## src/rtl/xaui_link_sequencer.sv

```systemverilog
// xaui_link_sequencer: per-port XAUI MGT bring-up and recovery.
// Sequences lane resets, alignment and bonding; tracks link health.
module xaui_link_sequencer #(
  parameter int unsigned RESET_CYCLES  = 64,
  parameter int unsigned LOCK_TIMEOUT  = 50000,
  parameter int unsigned ALIGN_TIMEOUT = 50000,
  parameter int unsigned STABLE_CYCLES = 256
) (
  input  logic        mgt_clk,
  input  logic        reset_n,
  input  logic        force_reset,
  input  logic        powerdown_req,
  input  logic [3:0]  mgt_rxlock,
  input  logic [3:0]  mgt_syncok,
  input  logic [7:0]  mgt_codevalid,
  input  logic [3:0]  mgt_rxbufferr,
  output logic [3:0]  mgt_tx_reset,
  output logic [3:0]  mgt_rx_reset,
  output logic [3:0]  mgt_enable_align,
  output logic        mgt_enchansync,
  output logic        mgt_powerdown,
  output logic        link_up,
  output logic [2:0]  seq_state,
  output logic [7:0]  retry_count,
  output logic [15:0] err_count
);

  typedef enum logic [2:0] {
    RESET_ALL = 3'd0,
    WAIT_LOCK = 3'd1,
    ALIGN     = 3'd2,
    UP        = 3'd3,
    RX_RESET  = 3'd4,
    POWERDOWN = 3'd5
  } state_t;

  localparam logic [19:0] RST_LAST   = 20'(RESET_CYCLES - 1);
  localparam logic [19:0] LOCK_LAST  = 20'(LOCK_TIMEOUT - 1);
  localparam logic [19:0] ALIGN_LAST = 20'(ALIGN_TIMEOUT - 1);
  localparam logic [15:0] STB_LAST   = 16'(STABLE_CYCLES - 1);

  state_t      state, state_nxt;
  logic [19:0] timer, timer_nxt;
  logic [15:0] good_cnt, good_nxt;
  logic        retry_inc, err_inc;

  logic lock_ok, rx_ok, buf_err, good;
  logic up_lost, up_buf, up_drift;

  assign lock_ok = &mgt_rxlock;
  assign rx_ok   = (&mgt_syncok) & (&mgt_codevalid);
  assign buf_err = |mgt_rxbufferr;
  assign good    = lock_ok & rx_ok & ~buf_err;

  // UP exit causes, made exclusive so lock loss dominates
  assign up_lost  = ~lock_ok;
  assign up_buf   = lock_ok & buf_err;
  assign up_drift = lock_ok & ~buf_err & ~rx_ok;

  always_comb begin
    state_nxt = state;
    retry_inc = 1'b0;
    unique case (state)
      RESET_ALL: begin
        if (timer == RST_LAST) state_nxt = WAIT_LOCK;
      end
      WAIT_LOCK: begin
        if (lock_ok) begin
          state_nxt = ALIGN;
        end else if (timer == LOCK_LAST) begin
          state_nxt = RESET_ALL;
          retry_inc = 1'b1;
        end
      end
      ALIGN: begin
        if (good && good_cnt == STB_LAST) begin
          state_nxt = UP;
        end else if (timer == ALIGN_LAST) begin
          state_nxt = RESET_ALL;
          retry_inc = 1'b1;
        end
      end
      UP: begin
        unique case (1'b1)
          up_lost:  state_nxt = RESET_ALL;
          up_buf:   state_nxt = RX_RESET;
          up_drift: state_nxt = ALIGN;
          default:  state_nxt = UP;
        endcase
      end
      RX_RESET: begin
        if (timer == RST_LAST) state_nxt = WAIT_LOCK;
      end
      POWERDOWN: state_nxt = RESET_ALL;
      default:   state_nxt = RESET_ALL;
    endcase

    if (powerdown_req) begin
      state_nxt = POWERDOWN;
      retry_inc = 1'b0;
    end else if (force_reset) begin
      state_nxt = RESET_ALL;
      retry_inc = 1'b0;
    end
  end

  assign err_inc = (state == UP) && (state_nxt != UP);

  always_comb begin
    timer_nxt = timer;
    if (state_nxt != state || (force_reset && !powerdown_req))
      timer_nxt = '0;
    else if (timer != '1)
      timer_nxt = timer + 20'd1;
  end

  always_comb begin
    good_nxt = '0;
    if (state == ALIGN && state_nxt == ALIGN && good)
      good_nxt = good_cnt + 16'd1;
  end

  always_ff @(posedge mgt_clk or negedge reset_n) begin
    if (!reset_n) begin
      state       <= RESET_ALL;
      timer       <= '0;
      good_cnt    <= '0;
      retry_count <= '0;
      err_count   <= '0;
    end else begin
      state    <= state_nxt;
      timer    <= timer_nxt;
      good_cnt <= good_nxt;
      if (retry_inc && retry_count != 8'hFF)
        retry_count <= retry_count + 8'd1;
      if (err_inc && err_count != 16'hFFFF)
        err_count <= err_count + 16'd1;
    end
  end

  always_comb begin
    mgt_tx_reset     = 4'h0;
    mgt_rx_reset     = 4'h0;
    mgt_enable_align = 4'h0;
    mgt_enchansync   = 1'b0;
    mgt_powerdown    = 1'b0;
    link_up          = 1'b0;
    unique case (state)
      RESET_ALL: begin
        mgt_tx_reset = 4'hF;
        mgt_rx_reset = 4'hF;
      end
      WAIT_LOCK: ;
      ALIGN: begin
        mgt_enable_align = 4'hF;
        mgt_enchansync   = 1'b1;
      end
      UP: begin
        mgt_enchansync = 1'b1;
        link_up        = 1'b1;
      end
      RX_RESET: mgt_rx_reset = 4'hF;
      POWERDOWN: begin
        mgt_powerdown = 1'b1;
        mgt_tx_reset  = 4'hF;
        mgt_rx_reset  = 4'hF;
      end
      default: begin
        mgt_tx_reset = 4'hF;
        mgt_rx_reset = 4'hF;
      end
    endcase
  end

  assign seq_state = state;

endmodule

```

## config.mk

```make
export PLATFORM = sky130hd
export DESIGN_NAME = xaui_link_sequencer
export DESIGN_NICKNAME = d
export VERILOG_FILES = /design/src/rtl/xaui_link_sequencer.sv
export SDC_FILE = /design/constraint.sdc
export NUM_CORES = 1
export LEC_CHECK = 0
export CAP_MARGIN = 5
export CORE_MARGIN = 4
export CORE_UTILIZATION = 35
export DETAILED_ROUTE_END_ITERATION = 7
export PLACE_DENSITY = 0.59
export REMOVE_ABC_BUFFERS = 1
export SYNTH_ARGS = -nofsm -noshare
export SYNTH_HDL_FRONTEND = slang
export SYNTH_SLANG_ARGS = --single-unit
```

## constraint.sdc

```tcl
create_clock -name mgt_clk -period 2.6 [get_ports mgt_clk]
set_input_delay 0.39 -clock mgt_clk [delete_from_list [all_inputs] [get_ports mgt_clk]]
set_output_delay 0.39 -clock mgt_clk [all_outputs]
set_load 0.02 [all_outputs]
```

==> impl_metrics.json, run 1 <==
{
  "synth_xor_xnor_area_share": 0.126,
  "power_leakage_nw": 1.88,
  "crit_path_max_fanout": 13,
  "crit_chain": "or3_1 -> nand2_1 -> clkdlybuf4s50_1",
  "ys_seq_area_frac": 0.436,
  "die_h_um": 110,
  "end_kind": "primary output",
  "hold_viol": 0,
  "antenna_found_initial": 0,
  "remaining_drc_errors": 0,
  "dp_slack_ns": 0.0107,
  "max_stage_delay_ns": 0.63,
  "dr.pass1.iters": 4,
  "grt_pass1_wl_um": 14200,
  "place_area_um2": 4510,
  "drt_iter0_markers": 119,
  "status": "finished, final reports clean",
  "finalCritPeriodShare": 0.937,
  "rr_worst_depth": 6,
  "syn_to_final_growth_pct": 30.1,
  "cp.arrival_ns": 2.05,
  "design.portCount": 66,
  "layout-drive-gt1-share": 0.134,
  "fp.dieW_um": 110,
  "antennaDiodeCount": 0,
  "whs_ns": 0.197,
  "grt_pass1_vias": 2935,
  "cts_hold_buf": 0,
  "critPathLaunchType": "register",
  "worstPathRequired_ns": 2.21,
  "period_needed_ns": 2.44,
  "maxCapViolations": 0,
  "synth-main-ff-cell": "dfrtp_1",
  "ir_drop_v": 0.000278,
  "synthAdderAreaFrac": 0.0138,
  "async_flop_share": 1.00,
  "synth.mux.area_fraction": 0.00900,
  "ys_seq_elements": 63,
  "port_buffers": 65,
  "synthesis.area_um2": 3610,
  "dpl.cell_count": 581,
  "gr-total-overflow": 0,
  "slew_headroom": 0.474,
  "via_per_inst": 5.17,
  "dieArea_um2": 12000,
  "final_cells": 597,
  "path_clk_slew_ns": 0.08,
  "final_cell_area_um2": 4700,
  "grt_use_total": 0.149,
  "synth_edf_count": 0,
  "critPathKind": "reg -> out",
  "rows": 36,
  "cts.path.max_buffers": 2,
  "vias": 3088,
  "cts_max_level": 3,
  "p_total_mw": 1.98,
  "finalSetupViolCount": 0,
  "synth-simple-area-share": 0.277,
  "hp-class": "in -> async",
  "synth-compound-area-share": 0.0893,
  "cp-startpoint": "seq_state[0]$_DFF_PN0_",
  "ys.warnings.count": 0,
  "rr_endpoint": "timer[17]$_DFFE_PN0P_",
  "hpwl_um": 6390,
  "clk_latency_ns": 0.35,
  "synth_top_family_by_area": "simple AND/OR/NAND/NOR gates",
  "fin_nets": 487,
  "ant_nets": 0,
  "wl_um": 8660,
  "start_util": 0.365,
  "cts_root_buf": "clkbuf_8",
  "coreArea_um2": 9910,
  "p_per_area_nw_per_um2": 421,
  "clkSinkCount": 63,
  "worstMarginPinSlew_ns": 0.789,
  "netlist_instances": 378,
  "cp_slowest_cell": "clkdlybuf4s50_1",
  "place_congestion": 0.884,
  "clock_skew_ns": 0.0129,
  "r2r_slack_ns": 0.21,
  "rsz0062_at_grt": "no",
  "ys_types": 58,
  "fin_ws_ns": 0.163,
  "grt_max_degree": 64,
  "drv_slew": 0,
  "r2r-start": "timer[12]$_DFFE_PN0P_",
  "numCtsBuffers": 9,
  "fmax_mhz": 410,
  "wl_per_cell_um": 14.5,
  "cts_tree": "done",
  "avgSynthCellArea_um2": 9.56,
  "postCtsSetupBuffers": 0
}
[synth_stat cells, drive strengths merged (2+ instances only)]
master	n	area (um2)
or3	6	37.5
nand4	24	150
dfrtp	63	1580
nor4	8	83.8
mux2	2	22.5
nor2	28	105
and2	4	25.0
nand3	23	120
a211oi	7	52.6
clkbuf	6	22.5
nand3b	2	15.0
inv	12	45.0
ha	4	50.1
o31ai	2	15.0
buf	16	110
xor2	13	114
or2	2	12.5
and3	10	62.6
a2111oi	3	40.0
nor3	31	171
nor2b	2	12.5
a21oi	10	53.8
nand2	30	113
a31o	3	26.3
and4	3	26.3
o21ai	5	25.0
or4	2	15.0
xnor2	39	342
[cells in the final DEF, fill, tap and decap left out, types with 2 or more instances in the layout]
master | Yosys | routed
ha_1 | 4 | 4
nand3_1 | 22 | 22
or3_1 | 6 | 6
a31o_2 | 2 | 2
a2111oi_2 | 2 | 2
inv_1 | 12 | 12
xnor2_1 | 39 | 39
xor2_1 | 13 | 13
buf_4 | 12 | 26
nor2b_1 | 2 | 2
nor3_1 | 29 | 29
a21oi_1 | 9 | 9
a211oi_1 | 7 | 6
and2_1 | 4 | 4
nand3b_1 | 2 | 2
inv_6 | 0 | 2
clkinv_4 | 0 | 3
o21ai_1 | 1 | 2
clkbuf_8 | 0 | 9
nor4_1 | 4 | 4
or4_1 | 2 | 2
dfrtp_1 | 63 | 63
o31ai_1 | 2 | 2
clkdlybuf4s50_1 | 0 | 64
nor4_2 | 3 | 3
o21ai_0 | 4 | 3
nand2_1 | 30 | 30
and4_1 | 3 | 3
and3_1 | 10 | 10
nor2_1 | 28 | 28
nand4_1 | 24 | 24
[area by class of cell]
class	instances	area (um2)
Fill cell	967	5200
Multi-Input combinational cell	281	1880
Sequential cell	63	1580
Timing Repair Buffer	92	861
Tap cell	133	166
Clock buffer	9	124
Clock inverter	7	56.3
Inverter	12	45.0
[stage by stage]
step | setup TNS [ns] | util
finish | 0 | 0.475
global placement | 0 | 0.456
floorplan | -27.39 | -
detailed placement | 0 | 0.456
CTS | 0 | 0.474
global route | 0 | 0.475
[worst max path at each step]
| stage | endpoint | slack (ns) | cells after the start |
|---|---|---|---|
| floorplan | good_cnt[3]$_DFF_PN0_ | -0.79 | 4 |
| global placement | timer[18]$_DFFE_PN0P_ | 0.05 | 9 |
| detailed placement | timer[18]$_DFFE_PN0P_ | 0.01 | 9 |
| CTS | mgt_rx_reset[2] | 0.004 | 2 |
| global route | mgt_tx_reset[1] | 0.03 | 3 |
| finish | mgt_tx_reset[1] | 0.16 | 3 |
[report_power, final]
part | total (mW) | switching (mW) | internal (mW)
clock | 0.782 | 0.427 | 0.355
sequential | 0.997 | 0.0118 | 0.985
combinational | 0.201 | 0.107 | 0.0938
total | 1.98 | 0.546 | 1.43
[worst max-delay path: cells and delay by family, from the launching register on]
family        cells  cell delay [ns]
flops             1             0.54
simple gates      2             0.53
buf+inv           1             0.63
[cells by family after synthesis]
| family | Yosys count |
|---|---|
| flip-flops | 63 |
| AND/OR/NAND/NOR | 181 |
| XOR/XNOR | 52 |
| adder cells (fa/ha/maj) | 4 |
| buffers and inverters | 34 |
| AO/OA/AOI/OAI | 41 |
| multiplexers | 3 |
[layer usage]
| layer | share of wire | global-route usage |
|---|---|---|
| met3 | 0.054 | 0.0358 |
| met1 | 0.46 | 0.205 |
| met5 | 0 | 0 |
| met2 | 0.47 | 0.227 |
| met4 | 0.013 | 0.0534 |
[sequential cells by signal, summed over array words and instances (netlist names)]
signal,cells
timer,20
err_count,16
good_cnt,16
retry_count,8
seq_state,3
[what timing repair did]
action | in CTS | in global routing
hold endpoints to repair | 0 | 0
resized for setup | 0 | 2
endpoints found under the setup margin | 0 | 23
(Power assumes the default switching activity.)
==> run 2, diff against run 1 <==
--- a/config.mk
+++ b/config.mk
@@ -14,3 +14,4 @@
 export SYNTH_ARGS = -nofsm -noshare
 export SYNTH_HDL_FRONTEND = slang
 export SYNTH_SLANG_ARGS = --single-unit
+export TNS_END_PERCENT = 5
==> results of run 2 <==
Final layout, timing and power as in run 1 (identical DEF).
==> run 3, diff against run 2 <==
--- a/config.mk
+++ b/config.mk
@@ -11,6 +11,7 @@
 export DETAILED_ROUTE_END_ITERATION = 7
 export PLACE_DENSITY = 0.59
 export REMOVE_ABC_BUFFERS = 1
+export SETUP_SLACK_MARGIN = 0.05
 export SYNTH_ARGS = -nofsm -noshare
 export SYNTH_HDL_FRONTEND = slang
 export SYNTH_SLANG_ARGS = --single-unit
==> results of run 3 <==
The final DEF is identical to that of run 1. Status: finished, final reports clean.
Main changes from that run: number of gates resized after CTS 0 -> 1
